--- config.mk ---
export PLATFORM = sky130hd
export DESIGN_NAME = id_ex_reg
export DESIGN_NICKNAME = d
export VERILOG_FILES = /design/src/rtl/id_ex_reg.sv
export SDC_FILE = /design/constraint.sdc
export NUM_CORES = 1
export LEC_CHECK = 0
export CAP_MARGIN = 10
export CORE_ASPECT_RATIO = 1.1
export CORE_MARGIN = 4
export CORE_UTILIZATION = 37
export DETAILED_ROUTE_END_ITERATION = 16
export PLACE_DENSITY = 0.75
export SKIP_CTS_REPAIR_TIMING = 1
export SYNTH_ARGS = -nofsm -noshare
export SYNTH_HDL_FRONTEND = slang
export SYNTH_SLANG_ARGS = --single-unit
--- constraint.sdc ---
create_clock -name clock_i -period 2.55 [get_ports clock_i]
set_input_delay 0.255 -clock clock_i [delete_from_list [all_inputs] [get_ports clock_i]]
set_output_delay 0.255 -clock clock_i [all_outputs]
set_load 0.05 [all_outputs]
--- src/rtl/id_ex_reg.sv ---
// ID/EX pipeline register with load-use hazard detection and bubble count.
// Ports: clock_i/reset_i (sync, active-low), enable_i hold, flush_i kill,
//   id_* decoded instruction in, ex_* registered copy out, ex_valid_o,
//   stall_o load-use request, bubble_count_o saturating bubble counter.
module id_ex_reg #(
  parameter int NB_DATA = 32,
  parameter int NB_REG  = 5
) (
  input  logic               clock_i,
  input  logic               reset_i,
  input  logic               enable_i,
  input  logic               flush_i,
  input  logic               id_valid_i,
  input  logic [NB_REG-1:0]  id_rs_i,
  input  logic [NB_REG-1:0]  id_rt_i,
  input  logic [NB_REG-1:0]  id_rd_i,
  input  logic               id_uses_rt_i,
  input  logic [NB_DATA-1:0] id_data_a_i,
  input  logic [NB_DATA-1:0] id_data_b_i,
  input  logic [NB_DATA-1:0] id_imm_i,
  input  logic               id_reg_write_i,
  input  logic               id_mem_read_i,
  input  logic               id_mem_write_i,
  input  logic               id_mem_to_reg_i,
  input  logic               id_alu_src_i,
  input  logic               id_reg_dst_i,
  input  logic [3:0]         id_alu_op_i,
  output logic [NB_REG-1:0]  ex_rs_o,
  output logic [NB_REG-1:0]  ex_rt_o,
  output logic [NB_REG-1:0]  ex_rd_o,
  output logic [NB_DATA-1:0] ex_data_a_o,
  output logic [NB_DATA-1:0] ex_data_b_o,
  output logic [NB_DATA-1:0] ex_imm_o,
  output logic               ex_reg_write_o,
  output logic               ex_mem_read_o,
  output logic               ex_mem_write_o,
  output logic               ex_mem_to_reg_o,
  output logic               ex_alu_src_o,
  output logic               ex_reg_dst_o,
  output logic [3:0]         ex_alu_op_o,
  output logic               ex_valid_o,
  output logic               stall_o,
  output logic [15:0]        bubble_count_o
);

  logic rs_hit;
  logic rt_hit;
  logic bubble;

  // Register $zero never carries a real dependency.
  assign rs_hit = (ex_rt_o == id_rs_i);
  assign rt_hit = id_uses_rt_i & (ex_rt_o == id_rt_i);

  assign stall_o = enable_i & ~flush_i & id_valid_i
                 & ex_valid_o & ex_mem_read_o
                 & (ex_rt_o != '0)
                 & (rs_hit | rt_hit);

  // A flush already kills the ID instruction, so it absorbs any stall.
  assign bubble = flush_i | stall_o;

  always_ff @(posedge clock_i) begin
    if (!reset_i) begin
      ex_rs_o         <= '0;
      ex_rt_o         <= '0;
      ex_rd_o         <= '0;
      ex_data_a_o     <= '0;
      ex_data_b_o     <= '0;
      ex_imm_o        <= '0;
      ex_reg_write_o  <= 1'b0;
      ex_mem_read_o   <= 1'b0;
      ex_mem_write_o  <= 1'b0;
      ex_mem_to_reg_o <= 1'b0;
      ex_alu_src_o    <= 1'b0;
      ex_reg_dst_o    <= 1'b0;
      ex_alu_op_o     <= '0;
      ex_valid_o      <= 1'b0;
      bubble_count_o  <= '0;
    end else if (enable_i) begin
      if (bubble) begin
        ex_rs_o         <= '0;
        ex_rt_o         <= '0;
        ex_rd_o         <= '0;
        ex_data_a_o     <= '0;
        ex_data_b_o     <= '0;
        ex_imm_o        <= '0;
        ex_reg_write_o  <= 1'b0;
        ex_mem_read_o   <= 1'b0;
        ex_mem_write_o  <= 1'b0;
        ex_mem_to_reg_o <= 1'b0;
        ex_alu_src_o    <= 1'b0;
        ex_reg_dst_o    <= 1'b0;
        ex_alu_op_o     <= '0;
        ex_valid_o      <= 1'b0;
        if (bubble_count_o != 16'hFFFF)
          bubble_count_o <= bubble_count_o + 16'd1;
      end else begin
        ex_rs_o         <= id_rs_i;
        ex_rt_o         <= id_rt_i;
        ex_rd_o         <= id_rd_i;
        ex_data_a_o     <= id_data_a_i;
        ex_data_b_o     <= id_data_b_i;
        ex_imm_o        <= id_imm_i;
        ex_reg_write_o  <= id_reg_write_i;
        ex_mem_read_o   <= id_mem_read_i;
        ex_mem_write_o  <= id_mem_write_i;
        ex_mem_to_reg_o <= id_mem_to_reg_i;
        ex_alu_src_o    <= id_alu_src_i;
        ex_reg_dst_o    <= id_reg_dst_i;
        ex_alu_op_o     <= id_alu_op_i;
        ex_valid_o      <= id_valid_i;
      end
    end
  end

endmodule

# Yosys cells after proc, flatten, opt, wreduce, memory -nomap -nowiden
# Index checks and enable logic that the tools add are counted.
# word_totals
register_bits,138
word_cells,45
# op_classes
n_addsub,1
n_eq_ne,3
muxes,14
n_bitwise,10
n_reduce_logical,2
# op_table
op,count
32-bit 2-to-1 mux,3
16-bit by 1-bit adder with 16-bit output (second input constant),1
16-bit != test (second input constant),1
5-bit 2-to-1 mux,3
5-bit == test,2
1-bit AND,7
1-bit 2-to-1 mux,7
5-bit nonzero test,1
4-bit 2-to-1 mux,1
3-bit AND reduction,1
1-bit OR,2
1-bit NOT,1

# Longest topological paths before layout
# logic_depth
depth_word,9
depth_mapped,8

# Worst setup path before layout
# OpenSTA, ideal clock, no wires.
# synth_timing
path_type,reg2reg
from,register bubble_count_o[0]
to,register bubble_count_o[1]
setup_time_ns,0.128
arrival_time_ns,2.122
required_time_ns,2.422
slack_ns,0.300
stages_incl_launch_ff,9
n_path_buf,1
path_cell_list,dfxtp_1 -> ha_1 -> and3_1 -> nand4_1 -> o221a_2 -> nand2_2 -> buf_2 -> mux2i_1 -> nor2_1
# synth_between
elab_chain_cells,2
# synth_lines
element,line,rtl
start: declaration,43,output logic [15:0] bubble_count_o
start signal: assignment,96,bubble_count_o <= bubble_count_o + 16'd1;
branches (longest 2 deep; another with 16-bit by 1-bit adder with 16-bit output),--,
# Several ways; the timed one is not identified.
# A chain may end at the register's enable or synchronous reset.

# Worst setup path after layout
# layout_timing
from,register ex_rt_o[1]
to,output port stall_o
# layout_between
elab_chain_cells,4
# layout_lines
element,line,rtl
start: declaration,29,"output logic [NB_REG-1:0] ex_rt_o,"
start signal: assignment,99,ex_rt_o <= id_rt_i;
5-bit == test,52,assign rt_hit = id_uses_rt_i & (ex_rt_o == id_rt_i);
1-bit AND,52,
1-bit OR,57,& (rs_hit | rt_hit);
1-bit AND (*),57,
end: declaration,42,"output logic stall_o,"
# Every way passes the cells marked *; elsewhere a longest branch is shown, timed or not.

==> results.md <==
- Hold WC Path Type: in -> reg
- Number of enable flip-flop cells after synthesis: 0
- Clk_lat worst skew: 0.41 ns
- P per Cell Area: 648 nW/µm²
- Max Cap Violations: 0
- I/O pin cnt: 266
- CP Data Required Time: 2.30 ns
- Flops & latches, synth: 138
- Count of final setup violators: 0
- # rows: 45
- Hpwl dp: 11600 µm
- Clk root buf: clkbuf_16
- Worst setup SP type: flop
- Status: completed
- Post-synthesis cell type count: 34
- Port Buffer Count: 265
- CTS tree: done
- Nets: 1024
- Crit. End Element: primary output
- Seq/Total Area, Yosys: 0.513
- Drt total wl: 16500 µm
- Critical path type: reg -> out
- H-tree depth: 4
- Wirelength per Cell: 15.1 µm
- Syn Area/Cell: 8.35 µm²
- Fin util: 0.633
- TritonCTS buffer count: 17
- Core Area: 14000 µm²
- Max-slew headroom: 0.520
- Worst Tran Pin Value: 0.721 ns
- P&R area growth vs syn: 64.9%
- CTS Buffer Depth: 2
- Async SR Flop Fraction: 0
- Post-synth top cells: dfxtp_1, a21oi_1, nor2_1
- Lkg Pwr: 3.27 nW
- Area leader, netlist: dfxtp_1
- Post-synth top area share: 0.513
- Global Route Usage Sum: 0.196
- Final hold violation count: 0
- RSZ-0062 raised after global routing: false
- GRT overflow: 0
- Worst IR Drop VDD: 0.000323 V
- ANT cells: 0
- Initial Util: 0.384
- Warnings from Yosys: 0
- # clock sinks: 138
- DIE AREA: 16500 µm²
- Largest net degree at the start of global routing: 77
- Max-slew violation count: 0
- Setup Skew: 0.00646 ns
- Layout cells sized above 1: 0.0517
- Final setup TNS: 0 ns
- Synthesized instance count: 645
- Cell Area, Synth: 5380 µm²
- DRT iter0 DRCs: 312
- Number of global-route vias before repair: 5017
- Period utilisation layout: 0.860
- Initial antenna violation count: 0
- Synth Flop Type: dfxtp_1
- Global-route wire length before repair: 25700 µm
- Crit path time final: 2.19 ns
- DR pass1 iterations: 6
- Vias per cell: 4.71
- WP data arrival: 1.94 ns
- Placer Congestion: 0.790
- Die Y-Extent: 135 µm
- Via Count: 5169
- CTS clock-pin slew for the worst setup and hold paths: 0.06 ns
- Top cells by area, synth: dfxtp_1, nor2b_1, a21oi_1
- Most frequent cell after synthesis: dfxtp_1
- Syn nets: 773
- Die width: 123 µm
- Max FO, Critical Path: 5
- Post-route ant nets: 0
- Peak Freq: 456 MHz
- # DRC: 0
## area by class of cell
class,instances,area [µm²]
Tap cell,188,235
Clock inverter,12,170
Fill cell,1220,5140
Inverter,4,17.5
Sequential cell,138,2760
Timing Repair Buffer,274,2790
Multi-Input combinational cell,461,2440
Clock buffer,20,457
## layer usage
layer	up-vias	part of all wire	wire [µm]	global-route usage
li1	2635	-	-	-
met1	2343	0.41	6790	0.234
met2	175	0.47	7800	0.319
met3	16	0.10	1650	0.0779
met4	0	0.017	275	0.0683
met5	-	0	0	0
## power by group
| part | leakage (nW) | switching (mW) | internal (mW) | total (mW) |
|---|---|---|---|---|
| sequential | 1.12 | 0.0365 | 2.23 | 2.27 |
| combinational | 1.84 | 0.496 | 0.393 | 0.889 |
| clock | 0.310 | 0.911 | 1.68 | 2.60 |
## sequential cells by signal, indices dropped and copies added (netlist names)
register	count
bubble_count_o	16
ex_alu_op_o	4
ex_alu_src_o	1
ex_data_a_o	32
ex_data_b_o	32
ex_imm_o	32
ex_mem_read_o	1
ex_mem_to_reg_o	1
ex_mem_write_o	1
ex_rd_o	5
ex_reg_dst_o	1
ex_reg_write_o	1
ex_rs_o	5
ex_rt_o	5
ex_valid_o	1
## cell families after synthesis
family | synth area share
simple gates | 0.277
compound gates | 0.147
flops | 0.513
buf+inv | 0.0351
xor+xnor | 0.0195
mux | 0.00558
fa+ha+maj | 0.00232
## final timing paths
kind | from | end | slack (ns) | cells after the start
hold / removal | enable_i | bubble_count_o[2] | 0.38 | 5
setup / recovery | ex_rt_o[1] | stall_o | 0.36 | 6
setup reg to reg | bubble_count_o[0] | bubble_count_o[6] | 0.43 | 7
hold reg to reg | bubble_count_o[15] | bubble_count_o[15] | 0.50 | 2
## per-stage QoR
| step | power, mW | hold slack (ns) | cell area (µm²) | worst slack [ns] | std cells |
|---|---|---|---|---|---|
| final | 5.75 | 0.375 | 8880 | 0.358 | 1097 |
| after global routing | 5.98 | 0.425 | 8880 | 0.238 | 1097 |
| after CTS | 5.83 | 0.366 | 8880 | 0.316 | 1097 |
| after detailed placement | 3.21 | 0.494 | 8250 | 0.207 | 1065 |
| after global placement | 3.21 | 0.480 | 8250 | 0.262 | 1065 |
| after floorplan | 2.79 | 0.394 | 5380 | 0.300 | 645 |
## cells in the final DEF (no fill, tap or decap), types with 7 or more instances in the layout
master	n
a21oi_1	133
nand3_1	7
clkbuf_16	17
nor2_1	127
xnor2_1	10
nand2_1	11
or3_1	8
dfxtp_1	138
clkdlybuf4s50_1	263
o21ai_0	8
nor2b_1	121
## critical path, cell delays in order (launching register included)
cell and delay (ns):
dfxtp_1 0.45, xnor2_1 0.18, nand3_1 0.13, o22ai_1 0.27, buf_4 0.18, and2_1 0.17
buf_12 0.15
(Power assumes the default switching activity.)
==> variant: new RTL, same settings <==
Register the output `bubble_count_o` once more, cleared by the reset; this adds one clock of latency there. The other outputs are not delayed to match.
--- a/src/rtl/id_ex_reg.sv
+++ b/src/rtl/id_ex_reg.sv
@@ -43,6 +43,8 @@
   output logic [15:0]        bubble_count_o
 );
 
+  logic [15:0] bubble_count_s0;
+
   logic rs_hit;
   logic rt_hit;
   logic bubble;
@@ -75,7 +77,7 @@
       ex_reg_dst_o    <= 1'b0;
       ex_alu_op_o     <= '0;
       ex_valid_o      <= 1'b0;
-      bubble_count_o  <= '0;
+      bubble_count_s0 <= '0;
     end else if (enable_i) begin
       if (bubble) begin
         ex_rs_o         <= '0;
@@ -92,8 +94,8 @@
         ex_reg_dst_o    <= 1'b0;
         ex_alu_op_o     <= '0;
         ex_valid_o      <= 1'b0;
-        if (bubble_count_o != 16'hFFFF)
-          bubble_count_o <= bubble_count_o + 16'd1;
+        if (bubble_count_s0 != 16'hFFFF)
+          bubble_count_s0 <= bubble_count_s0 + 16'd1;
       end else begin
         ex_rs_o         <= id_rs_i;
         ex_rt_o         <= id_rt_i;
@@ -113,5 +115,13 @@
     end
   end
 
+  always_ff @(posedge clock_i) begin
+    if (!reset_i) begin
+      bubble_count_o <= '0;
+    end else begin
+      bubble_count_o <= bubble_count_s0;
+    end
+  end
+
 endmodule
 
Formal check against the unedited RTL: not equivalent (a bounded check fails within 4 cycles, from zero or initial values and one cycle with reset_i low).
==> variant against the unedited design <==
- utilization down 4.4 points
- clock power is 6% lower
- total power rose by 1.8%
- sequential cell count rose by 16
- area after synthesis rose by 9.2%
- cell area is 4.1% higher
- wire length increased by 1.5%
- global-route usage is 0.95 points lower
- non-clock buffer count is 1 lower
- die area rose by 8.6%
- cell count is 3.9% higher
- setup slack better by 0.049 ns
- first-iteration DRC count fell by 35%
- largest cell class is now flip-flops and latches
- highest routed layer unchanged
==> variant: results (changes against the unedited design) <==
| Metric | Value |
|---|---|
| Clock root buffer master | clkbuf_16 (unchanged) |
| DRT Wirelength | 16770 um (was 16520 um) |
| Detailed Place HPWL | 11490 um (was 11610 um) |
| GP Congestion | 0.7931 (was 0.7902) |
| Rel. slew slack | 42.38% (was 51.96%) |
| Status | finished, final reports clean (unchanged) |
| Cell variety after synth | 30 (was 34) |
| PortBufs | 265 (unchanged) |
| Initial antenna violation count | 0 (unchanged) |
| Met2 WL | 8186 um (was 7804 um) |
| Critical Path Slowest Stage Cell | or4_1 (was dfxtp_1) |
| Hold_sp | id_imm_i[14] (was enable_i) |
| Fin nets | 1055 (was 1024) |
| First-pass DRT Iterations | 4 (was 6) |
| Clk buf depth | 2 (unchanged) |
| Vias in the first global route | 5396 (was 5017) |
| Skew final | 0.006672 ns (was 0.006461 ns) |
| Most frequent cells after synthesis | dfxtp_1, nor2_1, a21oi_1, nor2b_1, clkbuf_1 (was dfxtp_1, a21oi_1, nor2_1, nor2b_1, clkbuf_1) |
| Metal-1 WL | 6552 um (was 6788 um) |
| Top cells by area, synth | dfxtp_1, nor2b_1, a21oi_1, nor2_1, clkbuf_1 (unchanged) |
| Top Layer Used | met4 (unchanged) |
| CTS clk-pin slew, worst paths | 0.06 ns (about the same) |
| FFs w/ async S/R, synth | 0% (unchanged) |
| CP max FO | 22 (was 5) |
| Clock latency on the worst-skew pair | about 0.42 ns |
| Max incr delay on CP | 0.52 ns (was 0.45 ns) |
| Mean Syn Cell Area | 8.635 um^2 (was 8.347 um^2) |
| Metal3 WL | 1588 um (was 1653 um) |
| Layout cell share with drive strength beyond 1 | 4.894% (was 5.171%) |
| Worst vdd ir | 0.0003980 V (was 0.0003227 V) |
| Largest net degree at the start of global routing | 82 (was 77) |
| Leak | 3.439 nW (was 3.271 nW) |
| Post-DP Area | 8670 um^2 (was 8249 um^2) |
| Total GRT Usage | 18.63% (was 19.58%) |
| Vias | 5326 (was 5169) |
| Reg2reg setup slack | 0.41 ns (was 0.43 ns) |
| Syn Nets | 809 (was 773) |
| CTS H-tree depth | 4 (unchanged) |
| Crit path max-delay family | simple AND/OR/NAND/NOR gates (was flip-flops) |
| Vias per cell | 4.672 (was 4.712) |
| Regs by FF count | ex_data_a_o (32), ex_data_b_o (32), ex_imm_o (32) (unchanged) |
| Fin Hold WS | 0.4350 ns (was 0.3754 ns) |
| CTS buffer count | 17 (unchanged) |
| Register area share after synthesis | 52.43% (was 51.31%) |
| Arrival time at the worst endpoint | 2.44 ns (was 1.94 ns) |
| Crit path launch | ex_rt_o[0] (was ex_rt_o[1]) |
| First-pass GRT wire length | 26990 um (was 25710 um) |
| Detailed router's first-iteration violation count | 204 (was 312) |
## variant: path summary, 6_finish.rpt
path	end	depth (start not counted)
max	bubble_count_s0[8]	6
min	ex_imm_o[14]	3
max reg2reg	bubble_count_s0[8]	6
min reg2reg	bubble_count_o[5]	2
## variant: worst min-delay path, delay by kind of cell
kind	cells	cell delay (ns)
buffers and inverters	1	0.39
AO/OA/AOI/OAI	1	0.12
AND/OR/NAND/NOR	1	0.04
## variant: metal layers
metal / global-route usage [%] / vias to the layer above
li1: - / 2712
met1: 20.57 / 2405
met2: 31.03 / 181
met3: 7.857 / 28
met4: 8.324 / 0
met5: 0 / -
## variant: per-stage QoR
step                      power, W  utilization, %  worst slack [ns]
final                     0.005856           58.95            0.4075
after detailed placement  0.003466           55.31            0.1449
after global routing      0.006097           58.95            0.2173
after global placement    0.003462           55.31            0.2113
after CTS                 0.005945           58.95            0.4053
after floorplan           0.003064               -            0.3641
## variant: layout make-up
cell class,count,area [um^2]
multi-input cells,477,2561
fillers,1359,6435
clock inverters,10,116.4
well taps,200,250.2
clock buffers,22,454.2
flip-flops and latches,154,3083
inverters,4,17.52
repair buffers,273,2758
## variant: logic make-up after synthesis
kind of cell,Yosys count,share of synthesized area [%]
flip-flops,154,52.43
adder cells (fa/ha/maj),1,0.2127
AO/OA/AOI/OAI,137,12.17
buffers and inverters,50,4.021
AND/OR/NAND/NOR,319,27.77
XOR/XNOR,10,1.489
multiplexers,10,1.915
## variant: report_power, final
part           internal [W]  total, W  switching, W
clock               0.00147   0.00245      0.000977
combinational      0.000390  0.000891      0.000501
sequential          0.00248   0.00252     0.0000367
total               0.00434   0.00586       0.00151
